File: src/rtl/sseg_pkg.sv
// Shared constants for the multiplexed seven-segment scan driver:
// active-low segment table, blank pattern and legal digit-count range.
package sseg_pkg;

   localparam int NUM_DIGITS_MIN = 1;
   localparam int NUM_DIGITS_MAX = 8;

   localparam logic [7:0] SSEG_BLANK = 8'hFF;

   // Index is the hex nibble; bits are {g,f,e,d,c,b,a}, low = segment lit.
   localparam logic [6:0] SEG_TABLE [16] = '{
      7'h40, 7'h79, 7'h24, 7'h30,
      7'h19, 7'h12, 7'h02, 7'h78,
      7'h00, 7'h10, 7'h08, 7'h03,
      7'h46, 7'h21, 7'h06, 7'h0E
   };

endpackage

File: src/rtl/hex_digit_decoder.sv
// Combinational hex nibble plus decimal-point request to an active-low
// seven-segment pattern {dp,g,f,e,d,c,b,a}.
module hex_digit_decoder
   import sseg_pkg::*;
(
   input  logic [3:0] nibble,
   input  logic       dp,
   output logic [7:0] pattern
);

   always_comb begin
      pattern = {~dp, SEG_TABLE[nibble]};
   end

endmodule

File: src/rtl/sseg_scan_driver.sv
// Time-multiplexed hex display driver with load-strobed shadow registers.
// Optional leading-zero blanking is enabled by defining SSEG_LEADING_ZERO_BLANK_EN.
module sseg_scan_driver
   import sseg_pkg::*;
#(
   parameter int NUM_DIGITS    = 4,
   parameter int PRESCALE_BITS = 16
)(
   input  logic                    clk,
   input  logic                    reset,
   input  logic                    load,
   input  logic [4*NUM_DIGITS-1:0] value,
   input  logic [NUM_DIGITS-1:0]   dp,
   input  logic [NUM_DIGITS-1:0]   digit_en,
   output logic [NUM_DIGITS-1:0]   an,
   output logic [7:0]              sseg,
   output logic                    frame_start
);

   localparam int IDX_W = (NUM_DIGITS > 1) ? $clog2(NUM_DIGITS) : 1;
   localparam logic [IDX_W-1:0] IDX_LAST = IDX_W'(NUM_DIGITS - 1);

   generate
      if (NUM_DIGITS < NUM_DIGITS_MIN || NUM_DIGITS > NUM_DIGITS_MAX) begin : g_bad_num_digits
         $error("sseg_scan_driver: NUM_DIGITS out of range");
      end
   endgenerate

   logic [PRESCALE_BITS-1:0] presc;
   logic [IDX_W-1:0]         idx;
   logic [4*NUM_DIGITS-1:0]  sh_value;
   logic [NUM_DIGITS-1:0]    sh_dp;
   logic [NUM_DIGITS-1:0]    sh_en;
   logic                     wrap_d;
   logic                     tick;

   logic [3:0]               sel_nibble;
   logic                     sel_dp;
   logic                     sel_en;
   logic                     show;
   logic [7:0]               dec_pattern;
   logic [NUM_DIGITS-1:0]    an_next;
   logic [7:0]               sseg_next;

   always_comb begin
      tick = (presc == '1);
   end

   // Timing state and shadow registers; reset wins over both load and tick.
   always_ff @(posedge clk) begin
      if (reset) begin
         presc    <= '0;
         idx      <= '0;
         sh_value <= '0;
         sh_dp    <= '0;
         sh_en    <= '0;
         wrap_d   <= 1'b0;
      end else begin
         presc  <= presc + PRESCALE_BITS'(1);
         wrap_d <= tick && (idx == IDX_LAST);
         if (tick) begin
            idx <= (idx == IDX_LAST) ? '0 : idx + IDX_W'(1);
         end
         if (load) begin
            sh_value <= value;
            sh_dp    <= dp;
            sh_en    <= digit_en;
         end
      end
   end

`ifdef SSEG_LEADING_ZERO_BLANK_EN
   logic sel_upper_zero;
`endif

   always_comb begin
      sel_nibble = '0;
      sel_dp     = 1'b0;
      sel_en     = 1'b0;
`ifdef SSEG_LEADING_ZERO_BLANK_EN
      sel_upper_zero = 1'b0;
`endif
      for (int unsigned k = 0; k < NUM_DIGITS; k++) begin
         if (idx == IDX_W'(k)) begin
            sel_nibble = sh_value[4*k +: 4];
            sel_dp     = sh_dp[k];
            sel_en     = sh_en[k];
`ifdef SSEG_LEADING_ZERO_BLANK_EN
            sel_upper_zero = ((sh_value >> (4*k)) == '0);
`endif
         end
      end
   end

   hex_digit_decoder u_dec (
      .nibble  (sel_nibble),
      .dp      (sel_dp),
      .pattern (dec_pattern)
   );

   // A digit is blanked when every nibble from it upward is zero, except digit 0 and dp digits.
   always_comb begin
`ifdef SSEG_LEADING_ZERO_BLANK_EN
      show = sel_en && !((idx != '0) && !sel_dp && sel_upper_zero);
`else
      show = sel_en;
`endif
      an_next   = '1;
      sseg_next = SSEG_BLANK;
      if (show) begin
         an_next   = ~(NUM_DIGITS'(1) << idx);
         sseg_next = dec_pattern;
      end
   end

   // Output stage trails the scan index by one clock; frame_start rides with digit 0's first output cycle.
   always_ff @(posedge clk) begin
      if (reset) begin
         an          <= '1;
         sseg        <= SSEG_BLANK;
         frame_start <= 1'b0;
      end else begin
         an          <= an_next;
         sseg        <= sseg_next;
         frame_start <= wrap_d;
      end
   end

endmodule

File: config.mk
export PLATFORM = sky130hd
export DESIGN_NAME = sseg_scan_driver
export DESIGN_NICKNAME = d
export VERILOG_FILES = /design/src/rtl/sseg_pkg.sv /design/src/rtl/hex_digit_decoder.sv /design/src/rtl/sseg_scan_driver.sv
export SDC_FILE = /design/constraint.sdc
export NUM_CORES = 1
export LEC_CHECK = 0
export CAP_MARGIN = 20
export CORE_MARGIN = 1.5
export CORE_UTILIZATION = 50
export CTS_CLUSTER_DIAMETER = 120
export DETAILED_ROUTE_END_ITERATION = 7
export PLACE_DENSITY = 0.74
export SETUP_SLACK_MARGIN = 0.05
export SYNTH_ARGS = -nofsm -noshare
export SYNTH_HDL_FRONTEND = slang
export SYNTH_HIERARCHICAL = 1
export SYNTH_SLANG_ARGS = --single-unit
File: constraint.sdc
create_clock -name clk -period 6 [get_ports clk]
set_input_delay 1.2 -clock clk [delete_from_list [all_inputs] [get_ports clk]]
set_output_delay 1.2 -clock clk [all_outputs]
set_load 0.01 [all_outputs]
Word level (Yosys, flattened, before mapping). Memory sizes are Yosys's and may differ from the RTL's. A register that Yosys moved wholly into a read port is not among the register bits. Cells that the tools add are included.

$add $sub $neg: 2. $lt $le $gt $ge: 1. Eq/ne operators: 4. Shift-type cells: 1. Multiplexer cells: 15. Bitwise logic cells: 4. Reduce and logical (&&, ||, !) cells: 3.

Operators by type and width (number): $add 16x1->16 const B (1); $eq 16x16->1 const B (1); $mux 4 (4); $mux 7 (2); $mux 1 (8); $ge 5x5->1 const B (1); $not 4->5 (1); $eq 2x2->1 const B (2); $not 4->4 (1); $shl 1x2->4 const A (1); $add 2x1->2 const B (1); $eq 2x1->1 const B (1); $logic_not 2->1 (1); $mux 2 (1); $not 1->1 (2); $reduce_or 2->1 (1); $logic_and 1x1->1 (1).

Register bits after elaboration: 56. ROM bits: 112. Output and inout port bits: 13. Word-level logic and storage cells: 40. Memories kept: 1.

Memories: (no name shown) (depth 16, bits a word 7, read ports 1, clocked after memory_dff 1, wr ports 0, line hex_digit_decoder.sv:12) `pattern = {~dp, SEG_TABLE[nibble]};`.

Logic depth before layout (Yosys ltp).
Depth after elaboration: 9. Depth in mapped cells: 13. Gate-level depth less buffers: 12.

Cells and area by module. Netlist, hierarchy kept.

Modules (own cells, without submodules): sseg_scan_driver (instances 1, cells an instance 241, area each 2275.9 µm²); hex_digit_decoder (instances 1, cells an instance 34, area each 272.8 µm²).

Worst setup path before layout. Ideal clock, no wire load.

Path type: reg-to-reg. Start: reg idx[1]. End: reg sseg[3]. Library setup time: 0.127 ns. Arrival: 2.880 ns. Required time: 5.873 ns. Path slack: 2.993 ns. Stages on the path, launching flop included: 13. Buffers on the path: 1. Clock period less this slack: 3.007 ns. Cell sequence: dfxtp_1 > inv_1 > ha_1 > clkbuf_1 > nand3b_1 > a21oi_1 > a21oi_1 > o21ai_0 > inv_1 > ha_1 > inv_1 > mux4_2 > or3_1.

RTL lines: start, declared (line sseg_scan_driver.sv:30) `logic [IDX_W-1:0] idx;`; start signal, assigned (line sseg_scan_driver.sv:62) `idx <= (idx == IDX_LAST) ? '0 : idx + IDX_W'(1);`; $logic_not 2->1 (line sseg_scan_driver.sv:84) `if (idx == IDX_W'(k)) begin`; $mux 4 (3 in a row) (line sseg_scan_driver.sv:84); $mux 4 (*) (line sseg_scan_driver.sv:84); named net sel_nibble[0] (line sseg_scan_driver.sv:37) `logic [3:0] sel_nibble;`; $not 4->5 (not written as such) (*) (line hex_digit_decoder.sv:12); end, declared (line sseg_scan_driver.sv:16) `output logic [7:0] sseg,`.

The timed path passes the listed nets; every way through them passes the cells marked *. A chain may end at the register's enable or synchronous reset.

Worst setup path in the final report. Ends and elaborated chain as after synthesis.

==> impl_summary.txt <==
----------------------------------------------------
[Worst setup path]
  Reg-to-reg setup timing slack ... 2730 ps
  Launching point of the worst reg2reg path ... idx[1]
  Depth of the worst register-to-register path ... 11
  Worst Setup End Kind ... flip-flop
  Arrival time reported for the critical path endpoint ... around 3500 ps
  Largest fanout on the critical path ... 13
  Capture instance of the worst register-to-register path ... sseg[3]
  Element type at the critical path start ... flip-flop
  CP required ... 6190 ps
  Startpoint-to-endpoint class of the critical path ... reg -> reg

[Logic synthesis]
  Summed instance area of the synthesized netlist ... 2550 µm²
  Flip-flop and latch count after synthesis ... 56
  Count of distinct cell types in the synthesized netlist ... 37
  Flip-flop cell with the highest count after synthesis ... sky130_fd_sc_hd__dfxtp_1
  Commonest cells post-synth ... 56 x sky130_fd_sc_hd__dfxtp_1, 45 x sky130_fd_sc_hd__nor2_1, 31 x sky130_fd_sc_hd__mux2i_1
  Mean instance size in the synthesized netlist ... 9.27 µm²
  Synth Area in Adders ... under 10%
  Cells taking the most area after synthesis ... sky130_fd_sc_hd__dfxtp_1 44%, sky130_fd_sc_hd__mux2i_1 12%, sky130_fd_sc_hd__nor2_1 6.6%
  Fraction of synthesized area in multiplexers ... 13.9%
  Most instantiated library cell after synthesis ... sky130_fd_sc_hd__dfxtp_1
  Combinational family with the most area after synthesis ... simple AND/OR/NAND/NOR gates
  Proportion of synthesized chip area in sequential cells ... 44.0%
  Cell taking the most area after synthesis ... sky130_fd_sc_hd__dfxtp_1
  Share of the synthesized area in the top cell type ... 44.0%
  Net count after synthesis ... 314
  Fraction of registers with async set/reset ... 0%
  Number of enable-type register cells in the synthesized netlist ... 0
  Yosys warning total ... 6
  Cell count after synthesis ... 275
  Xor/xnor share of the synthesized area ... 3.09%
  Simple-Gate Fraction of Synth Area ... 22.1%
  Synthesized-area fraction occupied by ao, oa, aoi and oai cells ... approximately 7%

[Clocking]
  Latest clock arrival within the worst-skew pair ... 300 ps
  Deepest clock path buffer count ... 2
  Count of cells resized by post-cts repair ... 0
  CTS tree ... built
  Count of clock tree sinks ... 56
  Hold buffers post-CTS ... 0
  Post CTS Setup Buffer Count ... 0
  TritonCTS buffer count ... 5
  Root buffer selected by CTS ... sky130_fd_sc_hd__clkbuf_8
  Clock transition at the registers of the reported paths ... around 100 ps
  CTS HTree Levels ... 2

[Global route]
  Number of antenna violations at the first check in global routing ... 0
  Total global routing overflow ... 0
  Pin count of the biggest net entering global routing ... 62
  Global routing usage summed across all routing layers ... between 10% and 20%
  Via count of the first global-routing pass ... 1890
  Global-route wire length before repair ... 8210 µm

[Placement]
  DPL Wire Length ... roughly 3200 µm
  I/O Buffers ... 39
  Global placement routability congestion ... 0.802

[Worst hold path]
  Number of cells on the worst hold path ... 1
  Hold Path Sink ... an[3]
  Launch point of the worst hold path ... sh_en[3]
  Class of the tightest hold or removal check ... reg -> reg

[STA]
  Final setup violation count ... 0
  Worst relative slew slack ... 35.4%
  Period minus WS final ... 3270 ps
  Peak Freq ... 306 MHz
  Post-Route Setup TNS ... 0 ps
  Worst Hold Slack ... between 400 and 500 ps
  Transition time at the pin with the least slew margin ... around 970 ps
  Fin crit share ... between 50% and 60%
  Setup repair after global routing missed its margin ... no
  Clock Skews ... 4.84 ps
  Pins Over Slew Limit ... 0
  Number of hold-slack violations in the final timing report ... 0

[Detailed routing]
  Violation count after the first detailed-routing iteration ... 68
  Post-Route WL ... 4530 µm
  Vias per cell ... 5.14
  Via total after detailed routing ... between 1500 and 2000
  ANT nets after route ... 0
  Post-route DRC ... 0
  Number of search-and-repair iterations in the first detailed-routing pass ... 4
  Wire per inst ... 12.0 µm

[Final layout]
  Proportion of layout cells with a drive suffix above 1 ... 7.74%
  Flip-flop and latch area ... 1120 µm²
  Fin nets ... 348
  Final antenna diode count ... 0
  Area of the multi-input gates ... 1330 µm²
  Area overhead of the layout relative to synthesis ... 21.0%
  Final Core Density ... 64.0%
  FILL cells ... around 440

[Power and ir drop]
  Leakage power ... 1.20 nW
  Pwr/cell area ... 231 nW/µm²
  Worst supply voltage drop on vdd ... 0.118 mV

[Job]
  Max-capacitance violation count ... 0

[Die]
  Y dimension of the die ... between 70 and 80 µm
  Horizontal die dimension ... ~74 µm
  Placeable core region ... just under 5000 µm²
  Number of top-level design ports ... 40
  Initial core utilization ... 52.9%
  # rows ... 25
  Total die area ... 5530 µm²

[Run status]
  Status ... completed

----------------------------------------------------
==> report_power, final <==
group	internal, W	switching, W	total [W]
combinational	0.0000419	0.0000341	0.0000760
clock	0.000124	0.000120	0.000244
sequential	0.000385	0.00000771	0.000393
==> stage by stage <==
step           instances  instance area, µm²  setup WS (ps)  total power [W]
2_1_floorplan        275                2550           2990         0.000447
3_5_place_dp         368                2970           2750         0.000477
3_3_place_gp         368                2970           2890         0.000476
5_1_grt              377                3080           2470         0.000747
4_1_cts              376                3080           2710         0.000722
6_report             377                3080           2730         0.000713
==> sequential cells by signal (all words and copies together) (netlist names) <==
name / cells
an: 4
wrap_d: 1
sh_dp: 4
presc: 16
sseg: 8
sh_en: 4
idx: 2
sh_value: 16
frame_start: 1
==> layer usage <==
layer / vias to the layer above / track usage, % / wire, µm
met3: 5 / 3.66 / 121
li1: 999 / - / -
met5: - / 0 / 0
met1: 902 / 23.9 / 2140
met2: 31 / 33.2 / 2220
met4: 0 / 6.06 / 47
==> final cells by class <==
cell class	instances	area share [%]
inverter	9	1.10
clock buffer	5	2.23
tap	67	2.72
sequential	56	36.4
clock inverter	3	1.38
multi-input combinational	195	43.1
timing repair buffer	42	13.1
==> critical path, stage by stage (launching register included) <==
cell and delay [ps]:
sky130_fd_sc_hd__dfxtp_1 390, sky130_fd_sc_hd__inv_1 80, sky130_fd_sc_hd__ha_1 320, sky130_fd_sc_hd__nand3b_1 210, sky130_fd_sc_hd__a21oi_1 150, sky130_fd_sc_hd__a21oi_1 50, sky130_fd_sc_hd__o21ai_0 560, sky130_fd_sc_hd__inv_1 230
sky130_fd_sc_hd__ha_1 340, sky130_fd_sc_hd__inv_1 50, sky130_fd_sc_hd__mux4_2 440, sky130_fd_sc_hd__or3_1 340
==> logic make-up after synthesis <==
logic type | after synthesis
xor+xnor | 9
simple gates | 108
flops | 56
mux | 34
buf+inv | 24
fa+ha+maj | 12
compound gates | 32
==> cells in the final DEF (no fill, tap or decap), drive strengths merged <==
| cell | instances |
|---|---|
| dfxtp | 56 |
| nor2 | 45 |
| clkdlybuf4s50 | 38 |
| mux2i | 31 |
| a21oi | 18 |
| nand2 | 16 |
| ha | 12 |
| or3 | 11 |
| inv | 9 |
| o21ai | 9 |
| nand3b | 7 |
| xnor2 | 6 |
| nand2b | 6 |
| nand3 | 6 |
| clkbuf | 6 |
| nor2b | 4 |
| nor4 | 4 |
| or3b | 3 |
| xor2 | 3 |
| nor3 | 3 |
| buf | 3 |
| a31o | 2 |
| nand4 | 2 |
| mux2 | 2 |
| a221oi | 1 |
| and3b | 1 |
| bufinv | 1 |
| clkinv | 1 |
| clkinvlp | 1 |
| o211ai | 1 |
| mux4 | 1 |
| a32o | 1 |
==> how the worst max path moves through the flow <==
stage               cells after the start  slack, ps  startpoint  endpoint
floorplan                              12       2990      idx[1]   sseg[3]
global placement                       11       2890      idx[1]   sseg[3]
detailed placement                     11       2750      idx[1]   sseg[3]
CTS                                    11       2710      idx[1]   sseg[3]
global route                           11       2470      idx[1]   sseg[3]
finish                                 11       2730      idx[1]   sseg[3]
(Power assumes the default switching activity.)
